### src/rtl/l1_bus_pkg.sv
// l1_bus_pkg: shared arbiter state encoding, master ids and Wishbone burst-length width
package l1_bus_pkg;
  typedef enum logic [1:0] {IDLE, OWN_M0, OWN_M1} arb_state_e;
  localparam logic MID_ICACHE = 1'b0;
  localparam logic MID_DCACHE = 1'b1;
  localparam int WB_BL_W = 10;
endpackage

### src/rtl/rr_arb2.sv
// rr_arb2: two-way round-robin pick; on a tie the master not served last wins
module rr_arb2 (
  input  logic [1:0] i_req,
  input  logic       i_last,
  output logic       o_valid,
  output logic       o_pick
);
  assign o_valid = |i_req;
  assign o_pick = &i_req ? ~i_last : i_req[1];
endmodule

### src/rtl/l1_wb_arbiter.sv
// l1_wb_arbiter: shares one Wishbone port between icache (M0) and dcache (M1), holding grant per line
module l1_wb_arbiter import l1_bus_pkg::*; #(
  parameter int ADDR_LEN = 32,
  parameter int WB_DATA_LEN = 32,
  parameter int BEATS_PER_LINE = 2,
  parameter int IDLE_TIMEOUT = 8
) (
  input  logic                   clk,
  input  logic                   rstn,
  input  logic                   m0_cyc_i,
  input  logic [ADDR_LEN-1:0]    m0_adr_i,
  input  logic [WB_BL_W-1:0]     m0_bl_i,
  output logic                   m0_ack_o,
  output logic [WB_DATA_LEN-1:0] m0_dat_o,
  input  logic                   m1_cyc_i,
  input  logic                   m1_we_i,
  input  logic [ADDR_LEN-1:0]    m1_adr_i,
  input  logic [WB_BL_W-1:0]     m1_bl_i,
  input  logic [WB_DATA_LEN-1:0] m1_dat_i,
  output logic                   m1_ack_o,
  output logic [WB_DATA_LEN-1:0] m1_dat_o,
  output logic                   wb_cyc_o,
  output logic                   wb_stb_o,
  output logic                   wb_we_o,
  output logic [ADDR_LEN-1:0]    wb_adr_o,
  output logic [WB_BL_W-1:0]     wb_bl_o,
  output logic                   wb_bry_o,
  output logic [WB_DATA_LEN-1:0] wb_dat_o,
  input  logic                   wb_ack_i,
  input  logic [WB_DATA_LEN-1:0] wb_dat_i,
  output logic [1:0]             grant_o
);
  localparam int IW = $clog2(IDLE_TIMEOUT + 1);
  arb_state_e r_state;
  logic r_last;
  logic [3:0] r_beat_cnt;
  logic [IW-1:0] r_idle_cnt;
  logic w_own0, w_own1, w_cyc, w_valid, w_pick, w_done, w_tmo;
  rr_arb2 u_rr (
    .i_req  ({m1_cyc_i, m0_cyc_i}),
    .i_last (r_last),
    .o_valid(w_valid),
    .o_pick (w_pick)
  );
  assign w_own0 = r_state == OWN_M0;
  assign w_own1 = r_state == OWN_M1;
  assign w_cyc = (w_own0 & m0_cyc_i) | (w_own1 & m1_cyc_i);
  assign w_done = wb_ack_i && r_beat_cnt == 4'(BEATS_PER_LINE - 1);
  assign w_tmo = !w_cyc && r_idle_cnt == IW'(IDLE_TIMEOUT - 1);
  assign grant_o = {w_own1, w_own0};
  assign wb_cyc_o = w_cyc;
  assign wb_stb_o = w_cyc;
  assign wb_bry_o = w_cyc;
  assign wb_we_o = w_own1 & m1_we_i;
  assign wb_adr_o = w_own0 ? m0_adr_i : w_own1 ? m1_adr_i : '0;
  assign wb_bl_o = w_own0 ? m0_bl_i : w_own1 ? m1_bl_i : '0;
  assign wb_dat_o = w_own1 ? m1_dat_i : '0;
  assign m0_ack_o = wb_ack_i & w_own0;
  assign m1_ack_o = wb_ack_i & w_own1;
  assign m0_dat_o = w_own0 ? wb_dat_i : '0;
  assign m1_dat_o = w_own1 ? wb_dat_i : '0;
  // grant from IDLE, count beats and quiet cycles, release on line end or owner timeout
  always_ff @(posedge clk or negedge rstn) begin
    if (!rstn) begin
      r_state <= IDLE;
      r_last <= 1'b1;
      r_beat_cnt <= '0;
      r_idle_cnt <= '0;
    end else if (r_state == IDLE) begin
      if (w_valid) r_state <= (w_pick == MID_DCACHE) ? OWN_M1 : OWN_M0;
    end else if (w_done || w_tmo) begin
      r_state <= IDLE;
      r_last <= w_own1;
      r_beat_cnt <= '0;
      r_idle_cnt <= '0;
    end else begin
      r_beat_cnt <= r_beat_cnt + 4'(wb_ack_i);
      r_idle_cnt <= w_cyc ? '0 : r_idle_cnt + IW'(1);
    end
  end
endmodule

### config.mk
export PLATFORM = sky130hd
export DESIGN_NAME = l1_wb_arbiter
export DESIGN_NICKNAME = d
export VERILOG_FILES = /design/src/rtl/l1_bus_pkg.sv /design/src/rtl/rr_arb2.sv /design/src/rtl/l1_wb_arbiter.sv
export SDC_FILE = /design/constraint.sdc
export NUM_CORES = 1
export LEC_CHECK = 0
export BUFFER_PORTS_ARGS = -buffer_cell sky130_fd_sc_hd__buf_2
export CAP_MARGIN = 20
export CORE_AREA = 2 2 115 117
export CTS_CLUSTER_SIZE = 30
export DETAILED_ROUTE_END_ITERATION = 6
export DIE_AREA = 0 0 117 119
export SLEW_MARGIN = 20
export SYNTH_ARGS = -nofsm -noshare
export SYNTH_HDL_FRONTEND = slang
export SYNTH_HIERARCHICAL = 1
export SYNTH_SLANG_ARGS = --single-unit
### constraint.sdc
create_clock -name clk -period 2.1 [get_ports clk]
set_input_delay 0.21 -clock clk [delete_from_list [all_inputs] [get_ports clk]]
set_output_delay 0.21 -clock clk [all_outputs]
set_load 0.03 [all_outputs]
==> summary.txt <==
Outcome
  – Outcome: finished, final reports clean

Drt
  – Routed wire per std cell: 16.5 um
  – Post-DR vias/cell: 3.96
  – First-pass DRT Iterations: 4
  – Starting DRT DRC Count: 151
  – Final ANT Viol Nets: 0
  – DR DRC count: 0
  – Via count: ~2.7k
  – Total Wirelength: between 10,000 and 15,000 um

Placed design
  – Worst slack, placed: 369 ps
  – Area after DPL: 3380 um^2
  – Gpl congestion: 0.802
  – Port Buf Inserts: 299
  – DP HPWL: 9570 um

Yosys
  – Yosys warns: 6
  – FF+latch count, synth: 11
  – Synth area leaders: and2_1 (36%), a22o_1 (23%), dfrtp_1 (14%)
  – Cell variety after synth: 36
  – Largest area contributor in the netlist: and2_1
  – Mapped Cells: 227
  – Mapped Area: 1740 um^2
  – Synth top area share: 0.357
  – Sequential fraction of the synthesis area: 0.159
  – Syn Area/Cell: approximately 7.7 um^2
  – Post-synth net total: 384

GRT
  – Vias in the first global route: ~2.4k
  – First-pass GRT wire length: 14,800 um
  – GRT Total Usage: 0.142
  – Largest net degree at the start of global routing: 71
  – Initial antenna violation count: 1
  – Gr ovfl total: 0

Timing
  – Final Cycle Share: 0.921
  – Relative slew margins: 0.735
  – Tightest Pin Transition: 398 ps
  – Fin. max-slew vios: 0
  – Fmax: 517 MHz
  – Setup tns final: 0 ps
  – Layout Skew: 3.00 ps
  – Minimum clock period: 1930 ps
  – RSZ-0062 raised after global routing: false
  – Final-report hold violation count: 0
  – Finish-stage setup viols: 0
  – Fin worst setup slack: 166 ps

Clock network
  – Sink Count: 11
  – Clk slew on worst S/H paths: 40 ps
  – TritonCTS clock tree: yes
  – H-tree depth: 1
  – Clock Tree Root: clkbuf_16
  – TritonCTS buffer count: 3
  – Clk_lat worst skew: 240 ps
  – Setup Fix Bufs, Post-CTS: 0
  – Clock Path Buffers: 2

Worst setup path
  – Setup CP Type: reg -> out
  – CP max stage cell: dfrtp_1
  – Critical Path AT: 1720 ps
  – Worst-path cell chain: nor2b_4 > buf_4 > a22o_1 > buf_2
  – Crit Path Max Fanout: 40
  – CP Capture Type: output port
  – Worst EP required: 1890 ps
  – CP max stage delay: 450 ps
  – Setup crit start kind: flip-flop

Cells and area
  – Most common cell after layout, fill and taps aside: buf_2
  – Finished Cell Area: roughly 3500 um^2
  – Final Util: 0.270
  – Layout cells sized above 1: 0.616
  – Synthesis-to-finish area growth: 100%
  – Final #Nets: 668
  – Most frequent cells in the layout: buf_2 (299), and2_1 (99), a22o_1 (45)

Power and ir drop
  – Peak VDD IR: 708 uV
  – Leak pwr: approximately 2.2 nW
  – Design Power: 5.41 mW
  – Pwr Density: between 1500 and 2000 nW/um^2

Run
  – Max-cap violations: 0

Die
  – Placement row count: 42
  – Io pins: 300
  – Initial Utilization: 0.135
  – Die footprint: 13,900 um^2
  – Die Ht: 119 um
  – Core footprint: 12,900 um^2
  – Die W: 117 um

Hold path
  – HP Class: in -> reg
cell type report:
cell class	instances	area [um^2]
fill	1436	9400
timing repair buffer	305	1560
multi-input combinational	189	1340
sequential	11	277
tap	176	220
clock buffer	4	78.8
inverter	1	3.75
antenna	1	2.50
synthesized netlist by cell type:
cell type	instances
a21boi_1	1
a21o_1	1
a21oi_1	1
a221oi_2	1
a22o_1	45
a22o_4	1
a22oi_1	1
a32o_1	2
and2_1	99
and2b_1	1
and3_1	1
and4b_1	1
buf_1	1
buf_2	5
buf_4	4
buf_6	1
clkbuf_1	14
clkbuf_2	1
dfrtp_1	10
dfstp_2	1
ha_1	3
inv_1	1
nand2_1	7
nand3_1	2
nand3b_1	1
nor2_1	4
nor2b_1	2
nor2b_2	1
nor3_2	1
nor3b_1	1
o21ai_0	4
o2bb2ai_1	1
o31ai_1	3
or2_1	2
or2_2	1
or3_1	1
logic make-up after synthesis:
logic type / after synthesis / share of synthesized area
adders and majority gates: 3 / 0.0216
DFF: 11 / 0.159
AOI/OAI and AO/OA: 61 / 0.303
buffers and inverters: 27 / 0.0756
and+or+nand+nor: 125 / 0.441
flip-flops by register name (all words and copies together) (netlist names):
register	cells
r_beat_cnt	4
r_state	2
r_idle_cnt	4
r_last	1
metal layers:
metal | global-route usage | part of all wire | vias to the layer above
li1 | - | - | 1356
met1 | 0.223 | 0.48 | 1209
met2 | 0.198 | 0.41 | 146
met3 | 0.0316 | 0.099 | 7
met4 | 0.0257 | 0.011 | 0
met5 | 0 | 0 | -
path summary, 6_finish.rpt:
path	slack, ps	from	endpoint	cells after the start
min in group asynchronous	380	rstn	r_state[1]$_DFFE_PN0P_	2
hold / removal	360	m0_cyc_i	r_state[0]$_DFFE_PN0P_	3
hold reg to reg	480	r_last$_DFFE_PN1P_	r_last$_DFFE_PN1P_	2
setup reg to reg	490	r_state[1]$_DFFE_PN0P_	r_idle_cnt[3]$_DFFE_PN0N_	5
max in group asynchronous	1450	rstn	r_last$_DFFE_PN1P_	2
setup / recovery	170	r_state[0]$_DFFE_PN0P_	wb_bl_o[0]	4
worst max-delay path: cells and delay by family (launching register included):
family | cells | cell delay (ps)
simple gates | 1 | 200
buf+inv | 2 | 560
compound gates | 1 | 240
flops | 1 | 450
stage by stage:
step | hold slack [ps] | cells
after floorplan | -85.6 | 227
after global placement | 94.7 | 681
after detailed placement | 98.8 | 681
after CTS | 357 | 686
after global routing | 396 | 686
final | 364 | 687
where the power goes:
part / switching [mW] / total, mW / internal (mW)
sequential: 0.0967 / 0.416 / 0.320
clock: 0.100 / 0.356 / 0.255
combinational: 3.17 / 4.64 / 1.47
total: 3.36 / 5.41 / 2.04
timing repair:
action,CTS,global route
hold endpoints to repair,10,0
gates resized for setup,0,1
hold buffers,1,0
endpoints found under the setup margin,0,4
Note: power is estimated with default switching activity, not from simulation.
